## config.mk

```make
export PLATFORM = sky130hd
export DESIGN_NAME = traffic_request_encoder_flat
export DESIGN_NICKNAME = d
export VERILOG_FILES = /design/src/rtl/traffic_request_encoder_if.sv /design/src/rtl/traffic_request_encoder.sv /design/src/flat_wrapper.sv
export SDC_FILE = /design/constraint.sdc
export NUM_CORES = 1
export LEC_CHECK = 0
export ABC_AREA = 1
export CORE_UTILIZATION = 45
export CTS_CLUSTER_DIAMETER = 120
export DETAILED_ROUTE_END_ITERATION = 10
export PLACE_DENSITY = 0.63
export SKIP_LAST_GASP = 1
export SLEW_MARGIN = 30
export SYNTH_ARGS = -nofsm -noshare
export SYNTH_HDL_FRONTEND = slang
export SYNTH_SLANG_ARGS = --single-unit
```

## constraint.sdc

```tcl
create_clock -name CLK -period 8.8 [get_ports CLK]
set_clock_uncertainty 0.2 [all_clocks]
set_input_delay 0.88 -clock CLK [delete_from_list [all_inputs] [get_ports CLK]]
set_output_delay 0.88 -clock CLK [all_outputs]
set_load 0.02 [all_outputs]
```

## src/rtl/traffic_request_encoder_if.sv

```systemverilog
// ---------------------------------------------------------------------------
// traffic_request_encoder_if
// Groups the loop-sensor inputs, the controller light codes fed back to the
// encoder, and the request/status outputs of traffic_request_encoder.
//   SENSOR   8  raw vehicle loops, [1:0]=NS [3:2]=EW [5:4]=NW [7:6]=NE
//   NS..NE   2  controller light code per approach (10 green, 01 yellow, 00 red)
//   NSEW     8  one-hot-or-zero request vector, same bit map as SENSOR
//   PENDING  4  latched requests per approach, [0]=NS [1]=EW [2]=NW [3]=NE
//   ERR      1  sticky service-timeout flag
// master : the encoder side (consumes sensors/lights, produces requests)
// slave  : the environment side (sensors and controller)
// ---------------------------------------------------------------------------
interface traffic_request_encoder_if;
   logic [7:0] SENSOR;
   logic [1:0] NS;
   logic [1:0] EW;
   logic [1:0] NW;
   logic [1:0] NE;
   logic [7:0] NSEW;
   logic [3:0] PENDING;
   logic       ERR;

   modport master (
      input  SENSOR, NS, EW, NW, NE,
      output NSEW, PENDING, ERR
   );

   modport slave (
      output SENSOR, NS, EW, NW, NE,
      input  NSEW, PENDING, ERR
   );
endinterface

```

## src/rtl/traffic_request_encoder.sv

```systemverilog
// ---------------------------------------------------------------------------
// traffic_request_encoder
// Front end of the traffic-light controller. Synchronises and debounces the
// eight vehicle loops, latches one request per approach, arbitrates the
// latched requests round-robin and presents exactly one of them at a time on
// NSEW. A presented request is held until its approach is seen green, kept
// for HOLD_CYC more cycles, then retired, followed by one all-zero cycle.
// Ports:
//   CLK   clock
//   RST   asynchronous active-high reset
//   bus   traffic_request_encoder_if.master (SENSOR, NS, EW, NW, NE in;
//         NSEW, PENDING, ERR out)
// Parameters:
//   DEB_CYC   synced-high cycles that qualify a detection (>=1)
//   HOLD_CYC  cycles a request stays up after its approach is first green
//   TIMEOUT   cycles in PRESENT before ERR is raised
//   CW        counter width, must hold max(DEB_CYC, HOLD_CYC, TIMEOUT)
// ---------------------------------------------------------------------------
module traffic_request_encoder #(
   parameter int unsigned DEB_CYC  = 4,
   parameter int unsigned HOLD_CYC = 8,
   parameter int unsigned TIMEOUT  = 1023,
   parameter int unsigned CW       = 10
) (
   input  logic                      CLK,
   input  logic                      RST,
   traffic_request_encoder_if.master bus
);

   localparam logic [CW-1:0] DEB_MAX   = CW'(DEB_CYC);
   localparam logic [CW-1:0] DEB_LAST  = CW'(DEB_CYC - 1);
   localparam logic [CW-1:0] HOLD_LAST = CW'(HOLD_CYC - 1);
   localparam logic [CW-1:0] TMO_LAST  = CW'(TIMEOUT - 1);
   localparam logic [CW-1:0] TMO_MAX   = CW'(TIMEOUT);

   typedef enum logic [1:0] {IDLE, PRESENT, HOLD} state_t;

   // ------------------------------------------------------------------
   // Two-flop synchroniser for the asynchronous loops
   // ------------------------------------------------------------------
   logic [7:0] s1_reg;
   logic [7:0] s2_reg;

   always_ff @(posedge CLK or posedge RST) begin
      if (RST) begin
         s1_reg <= '0;
         s2_reg <= '0;
      end else begin
         s1_reg <= bus.SENSOR;
         s2_reg <= s1_reg;
      end
   end

   // ------------------------------------------------------------------
   // Per-bit debounce. The counter saturates at DEB_CYC, so det fires once
   // per qualified high period and re-arms only after s2 drops.
   // ------------------------------------------------------------------
   logic [7:0] det;

   genvar gi;
   generate
      for (gi = 0; gi < 8; gi++) begin : g_deb
         logic [CW-1:0] cnt_reg;

         always_ff @(posedge CLK or posedge RST) begin
            if (RST) begin
               cnt_reg <= '0;
            end else if (!s2_reg[gi]) begin
               cnt_reg <= '0;
            end else if (cnt_reg != DEB_MAX) begin
               cnt_reg <= cnt_reg + 1'b1;
            end
         end

         assign det[gi] = s2_reg[gi] && (cnt_reg == DEB_LAST);
      end
   endgenerate

   // ------------------------------------------------------------------
   // Per-approach detection summary
   // ------------------------------------------------------------------
   logic [3:0] det_any;
   logic [3:0] det_upper;   // upper loop of the pair, only when the lower is quiet

   generate
      for (gi = 0; gi < 4; gi++) begin : g_pair
         assign det_any[gi]   = det[2*gi] | det[2*gi+1];
         assign det_upper[gi] = det[2*gi+1] & ~det[2*gi];
      end
   endgenerate

   // ------------------------------------------------------------------
   // State registers
   // ------------------------------------------------------------------
   state_t        state_reg, state_next;
   logic [1:0]    sel_reg, sel_next;
   logic [1:0]    last_reg, last_next;
   logic [7:0]    nsew_reg, nsew_next;
   logic [3:0]    pending_reg, pending_next;
   logic [3:0]    loop_reg, loop_next;
   logic [CW-1:0] tmo_reg, tmo_next;
   logic [CW-1:0] hold_reg, hold_next;
   logic          err_reg, err_next;
   logic          retire;

   always_ff @(posedge CLK or posedge RST) begin
      if (RST) begin
         state_reg   <= IDLE;
         sel_reg     <= '0;
         last_reg    <= 2'd3;
         nsew_reg    <= '0;
         pending_reg <= '0;
         loop_reg    <= '0;
         tmo_reg     <= '0;
         hold_reg    <= '0;
         err_reg     <= 1'b0;
      end else begin
         state_reg   <= state_next;
         sel_reg     <= sel_next;
         last_reg    <= last_next;
         nsew_reg    <= nsew_next;
         pending_reg <= pending_next;
         loop_reg    <= loop_next;
         tmo_reg     <= tmo_next;
         hold_reg    <= hold_next;
         err_reg     <= err_next;
      end
   end

   // ------------------------------------------------------------------
   // Round-robin pick: first pending approach after last_reg. Scanning
   // from the farthest candidate down lets the nearest one win.
   // ------------------------------------------------------------------
   logic       pick_valid;
   logic [1:0] pick;

   always_comb begin
      logic [1:0] cand;
      pick_valid = 1'b0;
      pick       = '0;
      cand       = '0;
      for (int k = 4; k >= 1; k--) begin
         cand = last_reg + 2'(k);
         if (pending_reg[cand]) begin
            pick_valid = 1'b1;
            pick       = cand;
         end
      end
   end

   // Light code of the selected approach; the others are never looked at.
   logic [1:0] light_sel;

   always_comb begin
      light_sel = 2'b00;
      case (sel_reg)
         2'd0:    light_sel = bus.NS;
         2'd1:    light_sel = bus.EW;
         2'd2:    light_sel = bus.NW;
         default: light_sel = bus.NE;
      endcase
   end

   // ------------------------------------------------------------------
   // FSM next state and registered outputs
   // ------------------------------------------------------------------
   always_comb begin
      state_next = state_reg;
      sel_next   = sel_reg;
      last_next  = last_reg;
      nsew_next  = nsew_reg;
      tmo_next   = tmo_reg;
      hold_next  = hold_reg;
      err_next   = err_reg;
      retire     = 1'b0;

      case (state_reg)
         IDLE: begin
            nsew_next = '0;
            if (pick_valid) begin
               sel_next  = pick;
               nsew_next[{pick, loop_reg[pick]}] = 1'b1;
               tmo_next  = '0;
               state_next = PRESENT;
            end
         end

         PRESENT: begin
            if (light_sel == 2'b10) begin
               hold_next  = '0;
               state_next = HOLD;
            end else begin
               // The request stays up after a timeout; ERR only reports it.
               if (tmo_reg == TMO_LAST) begin
                  err_next = 1'b1;
               end
               if (tmo_reg != TMO_MAX) begin
                  tmo_next = tmo_reg + 1'b1;
               end
            end
         end

         HOLD: begin
            // Green dropping during HOLD does not shorten it.
            if (hold_reg == HOLD_LAST) begin
               retire     = 1'b1;
               last_next  = sel_reg;
               nsew_next  = '0;
               state_next = IDLE;
            end else begin
               hold_next = hold_reg + 1'b1;
            end
         end

         default: begin
            nsew_next  = '0;
            state_next = IDLE;
         end
      endcase
   end

   // ------------------------------------------------------------------
   // Request latch. A det on an already-pending approach is ignored, which
   // also discards dets on the selected approach during HOLD (its bit is
   // still set until the retire edge, where the clear wins).
   // ------------------------------------------------------------------
   always_comb begin
      pending_next = pending_reg;
      loop_next    = loop_reg;
      for (int d = 0; d < 4; d++) begin
         if (retire && (sel_reg == 2'(d))) begin
            pending_next[d] = 1'b0;
         end else if (det_any[d] && !pending_reg[d]) begin
            pending_next[d] = 1'b1;
            loop_next[d]    = det_upper[d];
         end
      end
   end

   assign bus.NSEW    = nsew_reg;
   assign bus.PENDING = pending_reg;
   assign bus.ERR     = err_reg;

endmodule
```

## src/flat_wrapper.sv

```systemverilog
// flat-port wrapper written by rule: the top's interface ports become plain ports
module traffic_request_encoder_flat 
#(
   parameter int unsigned DEB_CYC  = 4,
   parameter int unsigned HOLD_CYC = 8,
   parameter int unsigned TIMEOUT  = 1023,
   parameter int unsigned CW       = 10
)
  (CLK, RST, bus_SENSOR, bus_NS, bus_EW, bus_NW, bus_NE, bus_NSEW, bus_PENDING, bus_ERR);
  traffic_request_encoder_if bus_i ();
  input  logic CLK;
  input  logic RST;
  input wire logic [$bits(bus_i.SENSOR)-1:0] bus_SENSOR;
  input wire logic [$bits(bus_i.NS)-1:0] bus_NS;
  input wire logic [$bits(bus_i.EW)-1:0] bus_EW;
  input wire logic [$bits(bus_i.NW)-1:0] bus_NW;
  input wire logic [$bits(bus_i.NE)-1:0] bus_NE;
  output wire logic [$bits(bus_i.NSEW)-1:0] bus_NSEW;
  output wire logic [$bits(bus_i.PENDING)-1:0] bus_PENDING;
  output wire logic [$bits(bus_i.ERR)-1:0] bus_ERR;
  assign bus_i.SENSOR = bus_SENSOR;
  assign bus_i.NS = bus_NS;
  assign bus_i.EW = bus_EW;
  assign bus_i.NW = bus_NW;
  assign bus_i.NE = bus_NE;
  assign bus_NSEW = bus_i.NSEW;
  assign bus_PENDING = bus_i.PENDING;
  assign bus_ERR = bus_i.ERR;
  traffic_request_encoder #(.DEB_CYC(DEB_CYC), .HOLD_CYC(HOLD_CYC), .TIMEOUT(TIMEOUT), .CW(CW)) u_core (.CLK(CLK), .RST(RST), .bus(bus_i));
endmodule
```

== Word-level counts from Yosys, hierarchy flattened ==
Index checks and enable logic that the tools add are counted.

* Register bits: 139
* Input bits: 18
* Output and inout bits: 13
* Word-level logic and storage cells: 203

* Add/sub/neg operators: 13
* Magnitude comparators: 7
* Equality and inequality tests: 39
* Multiplexer cells: 61
* Bitwise operators: 18
* Reduce and logical (&&, ||, !) cells: 40

{| class="wikitable"
|+ Operator list
! cell !! number
|-
| 10-bit 2-to-1 mux || 21
|-
| 10-bit by 1-bit adder with 10-bit output, second input constant || 10
|-
| 10-bit by 2-bit equality test with 1-bit output, second input constant || 8
|-
| 10-bit by 3-bit != test with 1-bit output, second input constant || 8
|-
| 10-bit case mux with 2 select lines || 2
|-
| 8-bit case mux with 3 select lines || 1
|-
| 1-bit 2-to-1 mux || 20
|-
| 2-bit != test, second input constant || 10
|-
| 1-bit logical AND || 17
|-
| 8-bit 2-to-1 mux || 2
|-
| 2-bit by 3-bit less-than comparator with 1-bit output, second input constant || 5
|-
| 2-bit 2-to-1 mux || 7
|-
| 2-bit AND reduction || 7
|-
| 2-bit case mux with 3 select lines || 2
|-
| 2-bit nonzero test || 6
|-
| 1-bit binary-select mux with 2-bit select || 5
|-
| 10-bit equality test, second input constant || 1
|-
| 10-bit by 3-bit equality test with 1-bit output, second input constant || 1
|-
| 10-bit != test, second input constant || 1
|-
| 1-bit NOT || 10
|-
| 3-bit AND reduction || 3
|-
| 2-bit equality test, second input constant || 4
|-
| 2-bit by 1-bit != test with 1-bit output, second input constant || 4
|-
| 2-bit adder, second input constant || 2
|-
| 10 further kinds || 21
|}

== Longest topological paths before layout ==
* Word-level depth: 14
* Gate-level depth with buffers: 14
* Depth with buffers taken out: 13

== Least setup slack after synthesis ==
OpenSTA, ideal clock, no wires.

* Path kind: input port to flip-flop
* Start: in bus_EW[0]
* End: reg u_core.hold_reg[2]
* Arrival: 1.717 ns
* Slack: 6.766 ns
* Stages on the path: 9
* Cell sequence: nand3_1 > nand2_1 > nor3b_1 > nand2_1 > nand2_1 > nand3_2 > buf_6 > nand2_1 > o21ai_2

* Longest elaborated chain between the ends: 4

{| class="wikitable"
|+ Ends and longest elaborated chain
! item !! line !! source
|-
| from (decl) || flat_wrapper.sv:15 || <nowiki>input wire logic [$bits(bus_i.EW)-1:0] bus_EW;</nowiki>
|-
| 2-bit case mux with 3 select lines || traffic_request_encoder.sv:156 || <nowiki>case (sel_reg)</nowiki>
|-
| 2-bit equality test || traffic_request_encoder.sv:189 || <nowiki>if (light_sel == 2'b10) begin</nowiki>
|-
| 2-bit by 1-bit != test with 1-bit output (no source line) || n/a ||
|-
| 3-bit AND reduction (no source line) || n/a ||
|-
| to (signal assigned) || traffic_request_encoder.sv:125 || <nowiki>hold_reg <= hold_next;</nowiki>
|-
| to (decl) || traffic_request_encoder.sv:102 || <nowiki>logic [CW-1:0] hold_reg, hold_next;</nowiki>
|}

No other way between the ends.
A chain may end at the register's enable or synchronous reset.

== Worst setup path after layout ==
* Start: reg u_core.pending_reg[1] (netlist: u_core.bus.PENDING[1])
* End: out bus_PENDING[1]

{| class="wikitable"
|+ RTL lines
! item !! line !! source
|-
| from (decl) || traffic_request_encoder.sv:99 || <nowiki>logic [3:0] pending_reg, pending_next;</nowiki>
|-
| from (signal assigned) || traffic_request_encoder.sv:122 || <nowiki>pending_reg <= pending_next;</nowiki>
|-
| to (decl) || flat_wrapper.sv:19 || <nowiki>output wire logic [$bits(bus_i.PENDING)-1:0] bus_PENDING;</nowiki>
|}

No word-level cell between the ends.

==> run summary <==
Final setup fails: 0
Row count: 46
Top fanout value on the critical path: 3
Drt via density: 4.98
Critical Path Slowest Stage Cell: clkdlybuf4s50_1
Normalized max-slew margin: 45.8%
Critical path type: register to primary output
Horizontal die dimension: 130 µm
Power per cell area: 193 nW/µm²
Detailed-route via count: 5,766
I/O pin cnt: 31
Maximum clock frequency: 384 MHz
Post-CTS Hold Buffers: 0
Total clock sinks: 139
Largest net degree at the start of global routing: 74
Num CTS Buffers: 17
Number of different library cells in the post-synthesis netlist: 48
Delay-heaviest family, CP: buffers and inverters
Final-layout fill cell count: 1,510
Clock tree from TritonCTS: done
Area post-placement: 7910 µm²
Cell taking the most area after synthesis: dfrtp_1
Clk_lat worst skew: 420 ps
Static power due to leakage: 0.00396 µW
Startpoint types: register
Gates resized, CTS repair: 0
Wire length per cell: 12.3 µm
Core utilization of the finished layout: 53.4%
Mean area per synthesized cell: 8.33 µm²
Number of synthesis warnings: 0
Leading cell type in the layout, fill and taps excluded: nand2_1
Drt initial violations: 380
Count of input and output buffers: 30
Arrival time at the worst endpoint: 1520 ps
Required time reported for the critical path endpoint: 7720 ps
Post-detail-place hpwl: 10,000 µm
Fraction of registers with async set or reset after synthesis: 100%
Flip-flop and latch count after synthesis: 139
Synth Instances: 888
VDD IR-drop max: 0.000135 V
Count of pins over their slew limit: 0
Setup repair bufs after CTS: 0
DR DRC count: 0
EDFF count, synth: 0
Total instance count after detailed placement: 1,126
Number of antenna violations at the first check in global routing: 0
Total Power: 1650 µW
Aggregate global-route resource usage: 18.7%
Post-Synthesis Net Count: 928
Number of flip-flops in the largest register: 80
Total congestion overflow: 0
Fraction of the yosys area taken by sequential cells: 47.1%
Cell area after layout: 8520 µm²
Clock Path Buffers: 2
Clock root buffer: clkbuf_16
Most frequent cells in the layout: nand2_1 (153), dfrtp_1 (137), inv_1 (135), nand3_1 (85), nor2_1 (74)
Slew at the pin closest to its max-slew limit: 814 ps
Cell types occupying the most area after synthesis: dfrtp_1 (46%), nand2_1 (7.8%), inv_1 (6.9%)
Effective utilization at floorplan: 46.4%
Post-route non-filler standard cell count: 1,158
Final hold violation count: 0
Number of global-route vias before repair: 5,296
Antenna cell count: 0
GPL Wtd Cong: 0.812
Wire length after detailed routing: 14,200 µm
Kind of end point of the critical path: primary output
Dominant synthesized flop cell: dfrtp_1
CP peak stage delay: 650 ps
Period utilisation layout: 29.6%
Status: completed
RSZ-0062 raised after global routing: no
Cell Chain, Critical Path: clkdlybuf4s50_1
Max-Cap Viols: 0
Buf/Inv on CP: 1
Residual antenna-violating net count after detailed routing: 0
DRT Pass-1 Iters: 5
Clock-pin slew on the worst setup and hold paths: 60 ps
Clock H-tree levels: 4
Global-route wire length before repair: 24,600 µm
Fin crit period: 2600 ps
Area fraction of the dominant cell type after synthesis: 46.4%
Core area: 15,900 µm²
Summed negative setup slack over all endpoints: 0 ps
Total die area: 16,900 µm²
Fraction of final layout cells sized beyond drive strength 1: 10.2%
Nets: 969
Synth-to-layout area growth: 15.2%
Combined area of all synthesized cells: 7390 µm²
Vertical extent of the die: 130 µm
Path class of the lowest-slack min-delay path: register to register
==> final timing paths <==
path	startpoint	slack [ps]	to	cells past startpoint
setup / recovery	u_core.bus.PENDING[1]	6200	bus_PENDING[1]	1
hold / removal	u_core.s1_reg[5]	150	u_core.s2_reg[5]	0
setup reg to reg	u_core.sel_reg[0]	6250	u_core.tmo_reg[5]	8
hold reg to reg	u_core.s1_reg[5]	150	u_core.s2_reg[5]	0
max in group asynchronous	RST	6390	u_core.g_deb[1].cnt_reg[7]	3
min in group asynchronous	RST	740	u_core.g_deb[3].cnt_reg[6]	2
==> Yosys cell counts (2+ instances only) <==
library cell	count
nand2_1	153
nand2_4	4
o21ai_2	6
ha_1	22
o21ai_0	49
a31oi_1	11
a211oi_1	5
o21a_1	2
clkinv_2	2
o21ai_1	11
buf_2	2
nand3_2	5
nand4_1	20
nor3_4	2
inv_2	5
nor2_2	2
nand3_1	85
nor4_1	14
nor3_1	27
or2_2	7
nor2_1	74
nand3_4	2
inv_1	136
xor2_1	25
dfstp_2	2
dfrtp_1	137
buf_6	4
a21oi_1	29
nand2_2	17
o31ai_1	3
clkbuf_1	2
nor3b_1	2
nor3_2	3
xnor2_1	4
==> power by group <==
group          total [µW]  switching, µW  internal [µW]
clock                 728            269            459
combinational         205            129           76.4
sequential            712           37.5            675
==> per-layer routing <==
layer | track usage [%] | vias up | part of all wire, %
met5 | 0 | - | 0
met4 | 9.10 | 0 | 1.9
met3 | 3.32 | 20 | 2.6
met2 | 27.1 | 70 | 44
met1 | 27.0 | 2672 | 52
li1 | - | 3004 | -
==> cells by family after synthesis <==
group / Yosys count / share of synthesized area (%)
compound gates: 123 / 9.63
xor+xnor: 29 / 3.43
buf+inv: 153 / 8.34
flops: 139 / 47.1
simple gates: 422 / 27.8
fa+ha+maj: 22 / 3.72
==> final cells by class <==
| cell class | instances | area, µm² | area share [%] |
|---|---|---|---|
| Multi-Input combinational cell | 596 | 3300 | 38.7 |
| Clock buffer | 21 | 460 | 5.41 |
| Timing Repair Buffer | 31 | 308 | 3.61 |
| Sequential cell | 139 | 3480 | 40.9 |
| Clock inverter | 11 | 144 | 1.69 |
| Tap cell | 216 | 270 | 3.17 |
| Inverter | 144 | 556 | 6.52 |
==> stage by stage <==
| step | hold slack (ps) | setup WS (ps) |
|---|---|---|
| final | 147 | 6200 |
| after global routing | 159 | 6010 |
| after CTS | 148 | 6160 |
| after detailed placement | 135 | 5810 |
| after global placement | 132 | 5830 |
| after floorplan | 131 | 4000 |
No activity file was read; power rests on OpenSTA's default activity.
